**config.mk**
```make
export PLATFORM = sky130hd
export DESIGN_NAME = mem_access
export DESIGN_NICKNAME = d
export VERILOG_FILES = /design/src/rtl/mem_pkg.sv /design/src/rtl/mem_lane.sv /design/src/rtl/mem_access.sv
export SDC_FILE = /design/constraint.sdc
export NUM_CORES = 1
export LEC_CHECK = 0
export ABC_CLOCK_PERIOD_IN_PS = 3200
export CORE_UTILIZATION = 40
export CTS_CLUSTER_SIZE = 24
export DETAILED_ROUTE_END_ITERATION = 16
export PLACE_DENSITY = 0.78
export SYNTH_ARGS = -nofsm -noshare
export SYNTH_HDL_FRONTEND = slang
export SYNTH_SLANG_ARGS = --single-unit
```
**constraint.sdc**
```tcl
create_clock -name clk -period 3.2 [get_ports clk]
set_input_delay 0.64 -clock clk [delete_from_list [all_inputs] [get_ports clk]]
set_output_delay 0.64 -clock clk [all_outputs]
set_load 0.01 [all_outputs]
```
**src/rtl/mem_pkg.sv**
```systemverilog
// Shared definitions for the memory-access stage: memop codes, FSM encoding, widths.
package mem_pkg;

   localparam int DATA_W = 32;
   localparam int REG_W  = 5;

   typedef enum logic [3:0] {
      MOP_NONE = 4'd0,
      MOP_LB   = 4'd1,
      MOP_LH   = 4'd2,
      MOP_LW   = 4'd3,
      MOP_LBU  = 4'd4,
      MOP_LHU  = 4'd5,
      MOP_SB   = 4'd6,
      MOP_SH   = 4'd7,
      MOP_SW   = 4'd8
   } memop_e;

   typedef enum logic [1:0] {
      ST_IDLE = 2'd0,
      ST_REQ  = 2'd1,
      ST_DONE = 2'd2
   } mem_state_e;

   // Codes 9..15 decode as neither load nor store, i.e. NONE.
   function automatic logic is_load(input logic [3:0] op);
      return (op == MOP_LB) || (op == MOP_LH) || (op == MOP_LW) ||
             (op == MOP_LBU) || (op == MOP_LHU);
   endfunction

   function automatic logic is_store(input logic [3:0] op);
      return (op == MOP_SB) || (op == MOP_SH) || (op == MOP_SW);
   endfunction

endpackage

```
**src/rtl/mem_lane.sv**
```systemverilog
// Little-endian lane logic: store byte-enable/replication and load extract/extend.
module mem_lane
   import mem_pkg::*;
(
   input  logic [3:0]        st_op,
   input  logic [1:0]        st_off,
   input  logic [DATA_W-1:0] sdata,
   output logic [3:0]        st_be,
   output logic [DATA_W-1:0] st_wdata,
   input  logic [3:0]        ld_op,
   input  logic [1:0]        ld_off,
   input  logic [DATA_W-1:0] rdata,
   output logic [DATA_W-1:0] ld_data
);

   logic [7:0]  byte_lane;
   logic [15:0] half_lane;

   always_comb begin
      st_be    = 4'b0000;
      st_wdata = '0;
      case (st_op)
         MOP_SB: begin
            st_be    = 4'b0001 << st_off;
            st_wdata = {4{sdata[7:0]}};
         end
         MOP_SH: begin
            st_be    = st_off[1] ? 4'b1100 : 4'b0011;
            st_wdata = {2{sdata[15:0]}};
         end
         MOP_SW: begin
            st_be    = 4'b1111;
            st_wdata = sdata;
         end
         default: ;
      endcase
   end

   // Halfwords pick their lane from addr[1] alone; addr[0] is never consulted here.
   always_comb begin
      byte_lane = rdata[7:0];
      case (ld_off)
         2'd1:    byte_lane = rdata[15:8];
         2'd2:    byte_lane = rdata[23:16];
         2'd3:    byte_lane = rdata[31:24];
         default: byte_lane = rdata[7:0];
      endcase
      half_lane = ld_off[1] ? rdata[31:16] : rdata[15:0];
   end

   always_comb begin
      ld_data = '0;
      case (ld_op)
         MOP_LB:  ld_data = {{24{byte_lane[7]}}, byte_lane};
         MOP_LBU: ld_data = {24'h0, byte_lane};
         MOP_LH:  ld_data = {{16{half_lane[15]}}, half_lane};
         MOP_LHU: ld_data = {16'h0, half_lane};
         MOP_LW:  ld_data = rdata;
         default: ld_data = '0;
      endcase
   end

endmodule

```
**src/rtl/mem_access.sv**
```systemverilog
// Memory-access pipeline stage: req/ack data-bus transaction, load align/extend, stall request.
// Optional misaligned-access trap enabled by defining MEM_MISALIGN_TRAP_EN.
//
//   state   | meaning
//   --------+----------------------------------------------------------
//   IDLE    | pass-through for NONE ops; launch bus access for ld/st
//   REQ     | bus_req_o held high with stable fields until bus_ack_i
//   DONE    | present captured result; leave once mem_wb not held
module mem_access
   import mem_pkg::*;
(
   input  logic              clk,
   input  logic              rst,
   input  logic [5:0]        stall,
   input  logic              wvalid_i,
   input  logic [REG_W-1:0]  waddr_i,
   input  logic [DATA_W-1:0] wdata_i,
   input  logic [3:0]        memop_i,
   input  logic [DATA_W-1:0] maddr_i,
   input  logic [DATA_W-1:0] sdata_i,
   output logic              wvalid_o,
   output logic [REG_W-1:0]  waddr_o,
   output logic [DATA_W-1:0] wdata_o,
   output logic              stallreq_o,
   output logic              bus_req_o,
   output logic              bus_we_o,
   output logic [DATA_W-1:0] bus_addr_o,
   output logic [3:0]        bus_be_o,
   output logic [DATA_W-1:0] bus_wdata_o,
   input  logic [DATA_W-1:0] bus_rdata_i,
   input  logic              bus_ack_i,
   output logic              misalign_o
);

   mem_state_e        state_q, state_d;
   logic              bus_req_q, bus_we_q;
   logic [DATA_W-1:0] bus_addr_q, bus_wdata_q, rdata_q;
   logic [3:0]        bus_be_q;
   logic [3:0]        op_q;
   logic [1:0]        off_q;
   logic [REG_W-1:0]  waddr_q;
   logic              wvalid_q;

   logic              is_mem, misalign, start;
   logic [3:0]        st_be;
   logic [DATA_W-1:0] st_wdata, ld_data;
   logic              unused_stall;

   assign unused_stall = ^{stall[5], stall[3:0]};
   assign is_mem       = is_load(memop_i) || is_store(memop_i);

`ifdef MEM_MISALIGN_TRAP_EN
   always_comb begin
      misalign = 1'b0;
      case (memop_i)
         MOP_LH, MOP_LHU, MOP_SH: misalign = maddr_i[0];
         MOP_LW, MOP_SW:          misalign = |maddr_i[1:0];
         default:                 misalign = 1'b0;
      endcase
   end
`else
   assign misalign = 1'b0;
`endif

   assign start = rst && (state_q == ST_IDLE) && is_mem && !misalign;

   mem_lane u_lane (
      .st_op    (memop_i),
      .st_off   (maddr_i[1:0]),
      .sdata    (sdata_i),
      .st_be    (st_be),
      .st_wdata (st_wdata),
      .ld_op    (op_q),
      .ld_off   (off_q),
      .rdata    (rdata_q),
      .ld_data  (ld_data)
   );

   always_ff @(posedge clk) begin
      if (!rst) begin
         state_q     <= ST_IDLE;
         bus_req_q   <= 1'b0;
         bus_we_q    <= 1'b0;
         bus_addr_q  <= '0;
         bus_be_q    <= 4'b0000;
         bus_wdata_q <= '0;
         rdata_q     <= '0;
         op_q        <= MOP_NONE;
         off_q       <= 2'b00;
         waddr_q     <= '0;
         wvalid_q    <= 1'b0;
      end else begin
         state_q <= state_d;
         if (start) begin
            bus_req_q   <= 1'b1;
            bus_we_q    <= is_store(memop_i);
            bus_addr_q  <= {maddr_i[31:2], 2'b00};
            bus_be_q    <= st_be;
            bus_wdata_q <= st_wdata;
            op_q        <= memop_i;
            off_q       <= maddr_i[1:0];
            waddr_q     <= waddr_i;
            wvalid_q    <= wvalid_i;
         end
         if ((state_q == ST_REQ) && bus_ack_i) begin
            bus_req_q <= 1'b0;
            rdata_q   <= bus_rdata_i;
         end
      end
   end

   always_comb begin
      state_d = state_q;
      case (state_q)
         ST_IDLE: if (start)     state_d = ST_REQ;
         ST_REQ:  if (bus_ack_i) state_d = ST_DONE;
         ST_DONE: if (!stall[4]) state_d = ST_IDLE;
         default:                state_d = ST_IDLE;
      endcase
   end

   // Result selection; reset forces a bubble regardless of state.
   always_comb begin
      wvalid_o   = 1'b0;
      waddr_o    = waddr_i;
      wdata_o    = '0;
      stallreq_o = 1'b0;
      misalign_o = 1'b0;
      if (rst) begin
         case (state_q)
            ST_IDLE: begin
               if (misalign) begin
                  misalign_o = 1'b1;
               end else if (is_mem) begin
                  stallreq_o = 1'b1;
               end else begin
                  wvalid_o = wvalid_i;
                  wdata_o  = wdata_i;
               end
            end
            ST_REQ: begin
               stallreq_o = 1'b1;
               waddr_o    = waddr_q;
            end
            ST_DONE: begin
               waddr_o = waddr_q;
               if (is_load(op_q)) begin
                  wvalid_o = wvalid_q;
                  wdata_o  = ld_data;
               end
            end
            default: ;
         endcase
      end
   end

   assign bus_req_o   = bus_req_q;
   assign bus_we_o    = bus_we_q;
   assign bus_addr_o  = bus_addr_q;
   assign bus_be_o    = bus_be_q;
   assign bus_wdata_o = bus_wdata_q;

endmodule

```
# [Word-level counts from Yosys, hierarchy flattened]
# Index checks and enable logic that the tools add are counted.
[totals] ff_bits=114 input_bits=147 out_inout_bits=110 elab_cells=75
[op_classes] eq_ne=21 shifts=1 mux=23 n_bitwise=1 reduce_logical=18
[ops] cell="case mux 32 bit (5 select lines)" count=1
[ops] cell="two-way mux 32 bit" count=3
[ops] cell="case mux 32 bit (3 select lines)" count=1
[ops] cell="case mux 32 bit (2 select lines)" count=1
[ops] cell="== test 4 x 3 -> 1 bit (second input constant)" count=6
[ops] cell="case mux 8 bit (3 select lines)" count=1
[ops] cell="== test 4 x 2 -> 1 bit (second input constant)" count=4
[ops] cell="two-way mux 16 bit" count=1
[ops] cell="case mux 4 bit (3 select lines)" count=1
[ops] cell="logical OR 1 bit" count=11
[ops] cell="two-way mux 5 bit" count=2
[ops] cell="== test 4 x 1 -> 1 bit (second input constant)" count=2
[ops] cell="== test 2 bit (second input constant)" count=3
[ops] cell="two-way mux 2 bit" count=3
[ops] cell="inequality test 2 bit (second input constant)" count=3
[ops] cell="case mux 2 bit (3 select lines)" count=1
[ops] cell="two-way mux 1 bit" count=5
[ops] cell="== test 2 x 1 -> 1 bit (second input constant)" count=2
[ops] cell="== test 4 bit (second input constant)" count=1
[ops] cell="two-way mux 4 bit" count=1
[ops] cell="case mux 1 bit (2 select lines)" count=2
[ops] cell="OR reduction 2 bit" count=2
[ops] cell="left shift 1 x 2 -> 4 bit (first input constant)" count=1
[ops] cell="logical AND 1 bit" count=3
[ops] cell="3 further kinds" count=3

# [Depth between registers and ports, before layout]
# Gate-level depths: netlist (run 1).
[depth] ltp_word=9 mapped_depth=7 mapped_depth_nobuf=7

# [Modules after synthesis]
# A second synthesis (run 1) with hierarchy kept.
[hier_totals] cells_unflattened=753 hier_area_um2=5998.3
[by_module_without_submodules] module="mem_access" n_inst=1 cells_each=602 area_each_um2=4783.3
[by_module_without_submodules] module="mem_lane" n_inst=1 cells_each=151 area_each_um2=1214.9

# [Worst setup path after synthesis (run 1)]
# Ideal clock, no wire load.
[synth_timing] kind="input to output" startpoint="in memop_i[0]" endpoint="out stallreq_o" arrival_ns=1.883 required_time_ns=2.560 setup_slack_ns=0.677 path_stages=6 cell_sequence="nor3_4 xnor2_1 nand2_1 buf_4 buf_4 a21boi_0"
[synth_via] elab_chain_cells=9 elab_cells_between_ends=18
[synth_lines] item="from (decl)" line_no="mem_access.sv:18" text="input logic [3:0] memop_i,"
[synth_lines] item="== test 4 x 1 -> 1 bit or == test 4 x 2 -> 1 bit (tied branches)" line_no="mem_pkg.sv:27" text="return (op == MOP_LB) || (op == MOP_LH) || (op == MOP_LW) ||"
[synth_lines] item="logical OR 1 bit (3 in series)" line_no="mem_pkg.sv:27"
[synth_lines] item="logical OR 1 bit" line_no="mem_pkg.sv:28" text="(op == MOP_LBU) || (op == MOP_LHU);"
[synth_lines] item="logical OR 1 bit *" line_no="mem_access.sv:50" text="assign is_mem = is_load(memop_i) || is_store(memop_i);"
[synth_lines] item="two-way mux 1 bit *" line_no="mem_access.sv:134" text="end else if (is_mem) begin"
[synth_lines] item="case mux 1 bit (2 select lines) *" line_no="mem_access.sv:130" text="case (state_q)"
[synth_lines] item="two-way mux 1 bit *" line_no="mem_access.sv:129" text="if (rst) begin"
[synth_lines] item="to (decl)" line_no="mem_access.sv:24" text="output logic stallreq_o,"
# Mark *: on every way between the ends. The rest lies on a longest branch, timed or not.

# [Final worst setup path (run 1)]
[layout_timing] startpoint="in memop_i[3]" endpoint="out wdata_o[9]"
[layout_via] elab_chain_cells=9 elab_cells_between_ends=18
[layout_lines] item="== test 4 x 1 -> 1 bit or == test 4 x 2 -> 1 bit (tied branches)" line_no="mem_pkg.sv:27"
[layout_lines] item="logical OR 1 bit (3 in series)" line_no="mem_pkg.sv:27"
[layout_lines] item="logical OR 1 bit" line_no="mem_pkg.sv:28"
[layout_lines] item="logical OR 1 bit *" line_no="mem_access.sv:50"
[layout_lines] item="two-way mux 32 bit *" line_no="mem_access.sv:134"
[layout_lines] item="case mux 32 bit (2 select lines) *" line_no="mem_access.sv:130"
[layout_lines] item="two-way mux 32 bit *" line_no="mem_access.sv:129"
[layout_lines] item="to (decl)" line_no="mem_access.sv:23" text="output logic [DATA_W-1:0] wdata_o,"
# Marked as above.

==> results.json, run 1 <==
{
  "ys_ff_latch": 114,
  "hp-class": "reg2reg",
  "drt.antenna.violating_nets": 0,
  "cts_tree": "yes",
  "layout.nets": 1086,
  "end_kind": "output pin",
  "layout_common_cells": "nand2_1 (222), clkdlybuf4s50_1 (210), dfxtp_1 (113)",
  "cts_sinks": 114,
  "cp_max_fo": 7,
  "synth_edf_count": 0,
  "grt_overflow": 0,
  "drv_cap": 0,
  "grt_pass1_wl_mm": 29.37,
  "dieArea_mm2": 0.01461,
  "path_class": "in2out",
  "via_per_inst": 5.268,
  "drive_gt1_share_pct": 10.45,
  "dp_slack_ps": -128.1,
  "worstRegToRegCells": 8,
  "finalCoreUtilization_pct": 65.51,
  "cp.required_ps": 2560,
  "antenna_found_initial": 2,
  "timing.fmax_mhz": 328.7,
  "synthArstFlopShare_pct": 0,
  "synth.distinct_cells": 50,
  "vias": 5948,
  "rows": 43,
  "synth_area_mm2": 0.005650,
  "grt_max_degree": 48,
  "synthCells": 688,
  "chipWidth_um": 120.9,
  "cts_root_buffer": "clkbuf_16",
  "tightestPinTransition_ps": 511.5,
  "wire_per_inst_um": 16.55,
  "regToRegStartpoint": "state_q[0]$_SDFFE_PN0P_",
  "design_area_mm2": 0.009057,
  "worstSkewPairLatency_ps": 410,
  "htree_levels": 4,
  "startpoint_type": "primary input",
  "avgSynthCellArea_um2": 8.213,
  "post-route-drc-count": 0,
  "multiInputGateArea_mm2": 0.003103,
  "power_w": 0.004386,
  "dpl_cell_area_mm2": 0.008332,
  "clk_pin_slew_ps": 50,
  "skew_ps": 4.161,
  "cts_hold_buf": 0,
  "drtIter0Drc": 373,
  "regArea_mm2": 0.002283,
  "finalSetupTns_ps": 0,
  "rsz0062_at_grt": "no",
  "grt_util_all_layers_pct": 25.98,
  "wirelength_mm": 18.68,
  "core_area_mm2": 0.01383,
  "synth_area_leader_cell": "dfxtp_1",
  "worstPathArrival_ps": 2400,
  "p_leak_nw": 3.691,
  "setup_viol": 0,
  "top_level_ports": 257,
  "n_fill_cell": 1203,
  "first_global_vias": 5683,
  "cp-endpoint": "wdata_o[9]",
  "timing.rr.end": "bus_wdata_o[24]$_SDFFE_PN0P_",
  "place.gp.congestion": 0.8568,
  "layout_commonest_cell": "nand2_1",
  "synth_top_cell_area_share_pct": 40.39,
  "synth-warning-count": 0,
  "clk_path_buf_depth": 2,
  "ff2ff_setup_slack_ps": 1140,
  "irDropWorstVdd_mv": 0.3855,
  "period_minus_slack_ps": 3043,
  "synth-main-ff-cell": "dfxtp_1",
  "port_buffers": 248,
  "synthTopCellsByArea": "dfxtp_1 (40%), nand2_1 (15%), a21boi_0 (9.6%), a22o_1 (5.6%), mux2_2 (3.8%)",
  "die_h_um": 120.9,
  "hold_viol": 0,
  "slew_headroom_pct": 65.90,
  "syn2layout_area_growth_pct": 60.30,
  "powerDensity_mw_per_mm2": 484.2,
  "dr.pass1.iters": 5,
  "cts_buffers": 17,
  "period_share_pct": 95.08,
  "fin_ws_ps": 157.5,
  "run_status": "completed",
  "start_util_pct": 40.87,
  "hpwl_mm": 13.20,
  "yosysSeqAreaShare_pct": 40.39,
  "crit_start": "memop_i[3]",
  "maxSlewViolCount": 0
}
worst max-delay path, cell delays in order:
cell and delay [ps]:
clkdlybuf4s50_1 470, xnor2_2 270, nor2_4 90, buf_4 160, clkbuf_16 150, a221o_1 330, dlygate4sd2_1 280
cells by family (layout without fill, tap and decap cells):
group	count (synthesis)	in the layout	share of synthesized area, %
AND/OR/NAND/NOR	274	274	20.11
AO/OA/AOI/OAI	201	201	27.35
flip-flops	114	114	40.39
buffers and inverters	64	321	5.337
multiplexers	29	29	5.780
adder cells (fa/ha/maj)	3	3	0.6644
XOR/XNOR	2	2	0.3101
other	1	5	0.06637
repair_timing:
| item | in CTS | in global routing |
|---|---|---|
| setup endpoints to repair | 32 | 8 |
| gates cloned | 1 | 1 |
| buffers inserted | 4 | 3 |
| gates resized for setup | 31 | 14 |
| pin swaps | 5 | 2 |
| hold endpoints to repair | 0 | 0 |
power by group:
| part | switching, W | internal, W |
|---|---|---|
| Combinational | 0.000492 | 0.000541 |
| Clock | 0.000627 | 0.00112 |
| Sequential | 0.0000773 | 0.00153 |
metrics by stage:
step | hold WS [ps] | cells
after global routing | 473.9 | 1129
after CTS | 455.2 | 1123
after global placement | 432.2 | 1088
final | 453.5 | 1129
after floorplan | 441.0 | 690
after detailed placement | 437.9 | 1088
worst min-delay path by stage:
stage                                start                     endpoint  slack [ps]  cells after the start
2_1_floorplan      waddr_q[0]$_SDFFE_PN0P_      waddr_q[0]$_SDFFE_PN0P_         440                      2
3_3_place_gp         bus_we_o$_SDFFE_PN0P_        bus_we_o$_SDFFE_PN0P_         430                      1
3_5_place_dp         bus_we_o$_SDFFE_PN0P_        bus_we_o$_SDFFE_PN0P_         440                      1
4_1_cts        bus_addr_o[10]$_SDFFE_PN0P_  bus_addr_o[10]$_SDFFE_PN0P_         460                      2
5_1_grt              bus_we_o$_SDFFE_PN0P_        bus_we_o$_SDFFE_PN0P_         470                      1
6_report       bus_addr_o[10]$_SDFFE_PN0P_  bus_addr_o[10]$_SDFFE_PN0P_         450                      2
Yosys cell counts, types with 2 or more instances:
master,number
or3b_2,2
a32o_1,2
nand2b_1,2
a21boi_1,3
a21oi_1,15
nand3b_1,2
and2_1,5
o211ai_1,2
ha_1,3
or3_1,2
a222oi_1,7
inv_1,6
mux2i_1,9
dfxtp_1,114
nor2b_1,6
buf_2,16
and3_1,2
a22o_1,36
mux2_2,19
o2bb2ai_1,9
a221o_1,12
buf_4,11
a22oi_1,10
nand2_1,222
clkbuf_1,30
a21o_1,4
a21boi_0,72
nand3_1,10
nor2_1,12
nor3_1,2
a31oi_1,2
o21ai_0,21
state kept, by name (all words and copies together) (netlist names), 2 cells and up:
signal / cells
bus_wdata_o: 32
rdata_q: 32
bus_addr_o: 30
waddr_q: 5
bus_be_o: 4
op_q: 4
off_q: 2
state_q: 2
layout make-up:
cell class	count	share of cell area, %
well taps	180	2.487
clock buffers	26	5.843
inverters	6	0.2487
diodes	2	0.05526
flip-flops and latches	114	25.21
repair buffers	285	31.65
multi-input cells	512	34.26
clock inverters	4	0.2487
routing by layer:
layer	global-route usage, %	vias up	wire length (um)
li1	-	2904	-
met2	41.32	267	8806
met4	12.65	0	431
met1	31.04	2747	7694
met3	9.164	30	1750
met5	0	-	0
Power figures use the tool's default switching activity.
==> inputs of run 2 (changes only) <==
ABC_CLOCK_PERIOD_IN_PS = 3390   (was 3200)
clock period = 3.39 ns   (was 3.2 ns; I/O delays follow)
==> results.json, run 2 (synthesized netlist as in run 1, its figures left out) <==
{
  "run_status": "completed",
  "timing.hold.ws_ps": 453.5,
  "top_layer_used": "met4",
  "core_area_mm2": 0.01383,
  "drtIter0Drc": 342,
  "timing.fmax_mhz": 303.6,
  "drt.antenna.violating_nets": 0,
  "p_leak_nw": 3.503,
  "grt_util_all_layers_pct": 24.77,
  "grt_overflow": 0,
  "cp_max_fo": 32,
  "grt_max_degree": 48,
  "path_class": "in2out",
  "worstSkewPairLatency_ps": 410,
  "hp-class": "reg2reg",
  "first_global_vias": 5385,
  "dr.pass1.iters": 5,
  "cp.required_ps": 2710,
  "antenna_found_initial": 0,
  "syn2layout_area_growth_pct": 58.46,
  "hpwl_mm": 12.74,
  "chipWidth_um": 120.9,
  "layout_commonest_cell": "clkdlybuf4s50_1",
  "via_per_inst": 5.205,
  "wl_met1_mm": 7.562,
  "dp_slack_ps": -16.61,
  "die_h_um": 120.9,
  "top_level_ports": 257,
  "dp.cells": 1082,
  "cts_hold_buf": 0,
  "skew_ps": 9.742,
  "fin_ws_ps": 96.47,
  "dr_wl_met2_mm": 8.411,
  "post-route-drc-count": 0,
  "layout.nets": 1073,
  "setup_viol": 0,
  "powerDensity_mw_per_mm2": 476.2,
  "rows": 43,
  "vias": 5798,
  "drv_cap": 0,
  "cts_buffers": 17,
  "maxSlewViolCount": 0,
  "layout.cells.non_filler": 1114,
  "cts_sinks": 114,
  "grt_pass1_wl_mm": 27.94,
  "startpoint_type": "primary input",
  "clk_pin_slew_ps": 50,
  "start_util_pct": 40.87,
  "antenna_cells": 0,
  "period_share_pct": 97.15,
  "port_buffers": 248,
  "end_kind": "output pin",
  "period_minus_slack_ps": 3294,
  "dr_wl_met3_mm": 1.638,
  "dieArea_mm2": 0.01461,
  "wirelength_mm": 17.87,
  "hold_viol": 0,
  "layout_common_cells": "clkdlybuf4s50_1 (238), nand2_1 (222), dfxtp_1 (111)",
  "worstPathArrival_ps": 2620,
  "clk_path_buf_depth": 2,
  "place.gp.congestion": 0.8634,
  "drive_gt1_share_pct": 9.315,
  "wire_per_inst_um": 16.04,
  "irDropWorstVdd_mv": 0.3321,
  "cts_root_buffer": "clkbuf_16",
  "htree_levels": 4,
  "cts_tree": "yes"
}
-- run 2: cell types whose count changed in the layout (fill, tap and decap cells not counted), sizes merged --
| cell | delta |
|---|---|
| clkdlybuf4s50 | +28 |
| clkbuf | -2 |
| clkinvlp | -1 |
| bufinv | +3 |
| buf | -12 |
| clkinv | -1 |
| dlymetal6s2s | -2 |
| dlygate4sd2 | -26 |
| diode | -2 |
-- run 2: layer usage --
layer	track usage, %	vias up
li1	-	2874
met1	29.22	2653
met2	40.79	249
met3	9.164	22
met4	9.336	0
met5	0	-
-- run 2: worst max-delay path, stage by stage --
cell	delay [ps]
clkdlybuf4s50_1	460
nor3_4	290
xnor2_2	120
nor2_2	160
buf_12	200
nand2_1	70
o21ai_0	80
clkdlybuf4s50_1	560
-- run 2: final cells by class --
type                       count  area, um2
tap                          180      225.2
sequential                   114       2286
clock buffer                  25      495.5
timing repair buffer         272       2718
multi-input combinational    512       3107
clock inverter                 5      100.1
inverter                       6      22.52
fill                        1222       4873
-- run 2: power by group --
group / leakage (nW) / internal [W] / switching (W)
clock network: 0.293 / 0.00122 / 0.000588
logic: 2.28 / 0.000493 / 0.000438
registers: 0.930 / 0.00144 / 0.0000781
total: 3.50 / 0.00316 / 0.00110
-- run 2: worst paths after layout --
path | start | to | slack, ps | cells after the start
min reg2reg | bus_we_o$_SDFFE_PN0P_ | bus_we_o$_SDFFE_PN0P_ | 450 | 1
max reg2reg | state_q[0]$_SDFFE_PN0P_ | bus_wdata_o[26]$_SDFFE_PN0P_ | 1280 | 8
min | bus_we_o$_SDFFE_PN0P_ | bus_we_o$_SDFFE_PN0P_ | 450 | 1
max | memop_i[2] | wdata_o[0] | 100 | 8
-- run 2: metrics by stage --
stage | util, % | total power [W] | cell area [um2] | setup TNS (ps)
floorplan | - | 0.001994 | 5658 | 0
global placement | 59.84 | 0.002463 | 8274 | 0
detailed placement | 59.84 | 0.002473 | 8274 | -22.47
CTS | 64.46 | 0.004310 | 8914 | 0
global route | 64.75 | 0.004465 | 8954 | -8.601
finish | 64.75 | 0.004263 | 8954 | 0
-- run 2: timing repair --
item                                    CTS  global route
pin swaps                                 1             2
endpoints found under the setup margin   26            12
buffers inserted                          1             1
endpoints found under the hold margin     0             0
resized for setup                         5            13
==> inputs of run 3 (changes only) <==
CTS_CLUSTER_SIZE = 10   (was 24)
==> results of run 3 <==
The final DEF is identical to that of run 2; final timing and power are the same.
==> variant 1 (settings of run 2) <==
The package constant `REG_W` goes from 5 to 10.
--- a/src/rtl/mem_pkg.sv
+++ b/src/rtl/mem_pkg.sv
@@ -3,5 +3,5 @@
 
    localparam int DATA_W = 32;
-   localparam int REG_W  = 5;
+   localparam int REG_W  = 10;
 
    typedef enum logic [3:0] {
Ports: changed (resized waddr_i and waddr_o); port bits go from 257 to 267. No check against the original RTL was run, so the function may have changed too.
==> variant 1 against run 2 <==
- area after synthesis up 1.6%
- wire length grew 4.3%
- total power is 5.3% higher
- setup slack worse by 30 ps
- synthesized cell count up 1.0%
- die area up 1.6%
- largest power group unchanged
- final cell count is 2.4% higher
- sequential cell count up 5
- final area is 2.9% higher
- utilization is 1.4 points higher
==> variant 1: results (changes against run 2) <==
| Metric | Value |
|---|---|
| Post-CTS setup buffers | `2 (+1)` |
| Port Buffers | `258 (+4.0%)` |
| Post-Synth XOR/XNOR Area | `0.005884 (+0.002784)` |
| 1st-pass router iterations | `7 (+2)` |
| Skew final | `5.685 ps (-4.057 ps)` |
| Worst setup path end | `wdata_o[14]` |
| Met3 Usage GRT | `0.09036 (-0.001280)` |
| Total track usage | `0.2489 (+0.001198)` |
| Post-DP HPWL | `13.35 mm (+4.8%)` |
| Clk pwr share | `0.431 (+0.006)` |
| P_comb | `0.971 mW (+4.3%)` |
| WL per Instance | `16.34 um (+1.9%)` |
| Post-synthesis compound-gate area fraction | `0.2787 (+0.005238)` |
| RePlAce Congestion | `0.9329 (+8.0%)` |
| Final period utilization | `0.9803 (+0.008795)` |
| Iter 0 DRT Violations | `402 (+18%)` |
| Internal Power | `3.272 mW (+3.6%)` |
| Met1 Wirelength | `7.783 mm (+2.9%)` |
| Largest stage delay, worst path | `470 ps (-90 ps)` |
| GRT met1 Usage | `0.2934 (+0.001219)` |
| Metal3 WL | `1.719 mm (+4.9%)` |
| Peak supply drop | `0.4129 mV (+24%)` |
| Status | `completed` |
| Distinct cells, synth | `51 (+2.0%)` |
| Met2 usage | `0.4008 (-0.007080)` |
| Arr. time, crit path | `2650 ps (+30 ps)` |
| Mapped Avg Cell Area | `8.262 um2 (+0.59%)` |
| Initial antenna violation count | `2 (+2)` |
| WL met2 | `8.621 mm (+2.5%)` |
| Top cells by count, synth | `nand2_1, dfxtp_1, a21boi_0, a21oi_1, clkbuf_1` |
| P_leak | `3.376 nW (-3.6%)` |
| # resized after CTS | `3 (-2)` |
| Placed cells | `1102 (+1.8%)` |
| Critical Path Fanout Max | `16 (-50%)` |
| Detailed-route via count | `5897 (+1.7%)` |
| Vias in the first global route | `5628 (+4.5%)` |
| Pre-CTS setup slack | `48.50 ps (+65.11 ps)` |
| Pwr Total | `4.487 mW (+5.3%)` |
| Critical Path Source | `memop_i[0]` |
| First-pass GRT wire length | `28.43 mm (+1.8%)` |
| Drt total wl | `18.65 mm (+4.3%)` |
| R2R Setup Slk | `1310 ps (+30 ps)` |
| Share of cells above drive strength 1 | `0.09906 (+0.005914)` |
| Placed cell area | `8468 um2 (+2.3%)` |
-- variant 1: cell count changes after synthesis, moves of 7 or more --
cell,run 2,this run
a22o_1,36,18
o21ai_1,0,14
a21oi_1,15,27
nand2_1,222,210
mux2_2,19,10
a21boi_0,72,80
a221oi_1,1,8
a222oi_1,7,0
mux2i_1,9,16
-- variant 1: worst min path at each step --
stage | to | slack, ps | startpoint
3_3_place_gp | bus_we_o | 430 | bus_we_o
3_5_place_dp | bus_we_o | 440 | bus_we_o
6_report | bus_we_o | 450 | bus_we_o
2_1_floorplan | waddr_q[0] | 440 | waddr_q[0]
5_1_grt | bus_we_o | 470 | bus_we_o
4_1_cts | bus_we_o | 450 | bus_we_o
-- variant 1: final cells by class --
type	instances	area, um2
clock inverter	14	198.9
fill	1188	4718
timing repair buffer	287	2843
clock buffer	18	439.2
multi-input combinational	517	3105
sequential	119	2385
antenna	2	5.005
tap	180	225.2
inverter	4	15.01
==> variant 2 (settings of run 2) <==
Without the edit above. Encoding of `mem_state_e`: now one-hot (3 bits for 3 states).
--- a/src/rtl/mem_pkg.sv
+++ b/src/rtl/mem_pkg.sv
@@ -17,8 +17,8 @@
    } memop_e;
 
-   typedef enum logic [1:0] {
-      ST_IDLE = 2'd0,
-      ST_REQ  = 2'd1,
-      ST_DONE = 2'd2
+   typedef enum logic [2:0] {
+      ST_IDLE = 3'b001,
+      ST_REQ  = 3'b010,
+      ST_DONE = 3'b100
    } mem_state_e;
 
Function: no difference found for any inputs over 4 cycles, from zero or initial values and one cycle with rst low; so few cycles prove little.
==> variant 2 against run 2 <==
- area after synthesis decreased by 0.15%
- clock skew decreased by 4.2 ps
- final area increased by 1.2%
- wire length increased by 3.6%
- largest power group unchanged
- sequential cell count increased by 1
- sequential power decreased by 3%
- via count increased by 2.4%
- synthesized cell count increased by 3.5%
- critical path depth decreased by 1
- total power decreased by 4.0%
- first-iteration DRC count decreased by 17%
- clock power increased by 4%
- setup slack got worse by 32 ps
- count of clock-buffer cells in the layout decreased by 2
==> variant 2: results (changes against run 2) <==
| Metric | Value |
|---|---|
| Iter 0 DRT Violations | `283 (-17%)` |
| Post-synthesis compound-gate area fraction | `0.2142 (-0.05923)` |
| Antenna-violating nets left | `0 (unchanged)` |
| Type of the most critical hold path | `flop to flop` |
| Largest cells by area after synthesis | `dfxtp_1, nand2_1, nand3_1, a21boi_0, mux2i_1` |
| Drc violations | `0 (unchanged)` |
| Post-synth top flop | `dfxtp_1` |
| Vias in the first global route | `5668 (+5.3%)` |
| Critical path's top delay family | `buffers and inverters` |
| Peak supply drop | `0.3366 mV (+1.3%)` |
| Final cell count without fillers | `1144 (+2.7%)` |
| P_leak | `3.868 nW (+10%)` |
| Worst-Margin Slew | `982.5 ps` |
| Layout fillers | `1209 (-1.1%)` |
| Share of cells above drive strength 1 | `0.09450 (+0.001349)` |
| Mux contribution to synthesized area | `0.04192 (-0.01588)` |
| Post-DP HPWL | `13.10 mm (+2.9%)` |
| Clock Path Buffers | `2 (unchanged)` |
| Post-Synth XOR/XNOR Area | `0.004657 (+0.001557)` |
| Arr. time, crit path | `2650 ps (+30 ps)` |
| Port Buffers | `248 (unchanged)` |
| Status | `completed` |
| Mapped Avg Cell Area | `7.924 um2 (-3.5%)` |
| Skew final | `5.565 ps (-4.177 ps)` |
| Initial antenna violation count | `2 (+2)` |
| Detailed-route via count | `5936 (+2.4%)` |
| Worst-path clk slew | `50 ps (about the same)` |
| Slowest CP cell | `clkdlybuf4s50_1` |
| Num CTS Buffers | `17 (unchanged)` |
| Critical Path Fanout Max | `21 (-34%)` |
| RePlAce Congestion | `0.9269 (+7.4%)` |
| First-pass GRT wire length | `28.46 mm (+1.9%)` |
| Total track usage | `0.2527 (+0.004984)` |
| Top cells by count, synth | `nand2_1, dfxtp_1, nand3_1, a21boi_0, clkbuf_1` |
| Synth Warn # | `0 (unchanged)` |
| Largest net degree at the start of global routing | `100 (+110%)` |
| Seq/Total Area, Yosys | `0.4081 (+0.004175)` |
| Asr flop ratio synth | `0 (unchanged)` |
| Largest stage delay, worst path | `480 ps (-80 ps)` |
| Worst-Skew Late Latency | `410 ps (about the same)` |
| H-tree depth | `4 (unchanged)` |
| Adder-Cell Fraction of Synth Area | `0 (-0.006643)` |
| WL per Instance | `16.18 um (+0.88%)` |
| 1st-pass router iterations | `4 (-1)` |
| Distinct cells, synth | `60 (+20%)` |
| Clk Tree Root Cell | `clkbuf_16` |
variant 2: cell count changes in the layout (fill, tap and decap cells not counted), moves of 5 or more:
cell	change
nand3_1	+65
a21boi_0	-35
a22o_1	-21
clkdlybuf4s50_1	-16
dlymetal6s2s_1	+16
a2bb2oi_1	+14
mux2_2	-14
a22o_2	+10
nand2_1	+10
mux2i_1	+9
nand2b_1	+8
a222oi_1	-7
inv_1	-5
variant 2: worst reg2reg max path: cells and delay by family, from the launching register on:
kind                   cells  cell delay [ps]
buffers and inverters      1              290
and+or+nand+nor            5             1190
DFF                        1              410
variant 2: power breakdown:
| group | total (mW) | switching, mW | internal, mW | leakage (nW) |
|---|---|---|---|---|
| logic | 0.738 | 0.324 | 0.414 | 2.63 |
| registers | 1.48 | 0.0506 | 1.43 | 0.936 |
| clock network | 1.88 | 0.614 | 1.27 | 0.305 |
variant 2: cell type report:
| cell class | instances | area (um2) | share of cell area |
|---|---|---|---|
| antenna | 1 | 2.502 | 0.0002762 |
| timing repair buffer | 274 | 2798 | 0.3088 |
| clock buffer | 23 | 467.9 | 0.05166 |
| multi-input combinational | 541 | 3104 | 0.3427 |
| clock inverter | 9 | 152.6 | 0.01685 |
| inverter | 1 | 3.754 | 0.0004144 |
| tap | 180 | 225.2 | 0.02486 |
| sequential | 115 | 2305 | 0.2544 |
variant 2: cell families (layout without fill, tap and decap cells):
group           Yosys count  count (layout)
xor+xnor                  3               3
mux                      23              23
buf+inv                  58             307
other cells               1               4
flops                   115             115
simple gates            357             357
compound gates          155             155
variant 2: final timing paths:
kind | startpoint | endpoint | slack [ps] | cells past startpoint
max | memop_i[2] | wdata_o[11] | 60 | 7
min | bus_addr_o[11] | bus_addr_o[11] | 450 | 2
max reg2reg | state_q[0] | waddr_q[0] | 1380 | 6
min reg2reg | bus_addr_o[11] | bus_addr_o[11] | 450 | 2
variant 2: timing repair:
action	in CTS	in global routing
resized for setup	4	30
pin swaps	0	2
setup endpoints to repair	21	32
hold buffers	0	0
buffers inserted	0	2
gates cloned	0	0
endpoints found under the hold margin	0	0
variant 2: layer usage:
metal | GRT usage | vias to the layer above | share of wire
li1 | - | 2941 | -
met1 | 0.2893 | 2693 | 0.42
met2 | 0.4264 | 266 | 0.47
met3 | 0.07123 | 34 | 0.079
met4 | 0.1335 | 2 | 0.032
met5 | 0 | - | 0.00070
variant 2: per-stage QoR:
stage                     instance area (um2)  hold slack, ps  setup slack (ps)  utilization  setup TNS, ps
after floorplan                          5649           431.5             913.6            -              0
final                                    9059           449.8             64.91       0.6551              0
after CTS                                8956           452.6             11.02       0.6477              0
after detailed placement                 8323           443.9            -16.98       0.6019         -93.63
after global routing                     9059           466.7            0.9543       0.6551              0
after global placement                   8323           437.5             2.828       0.6019              0
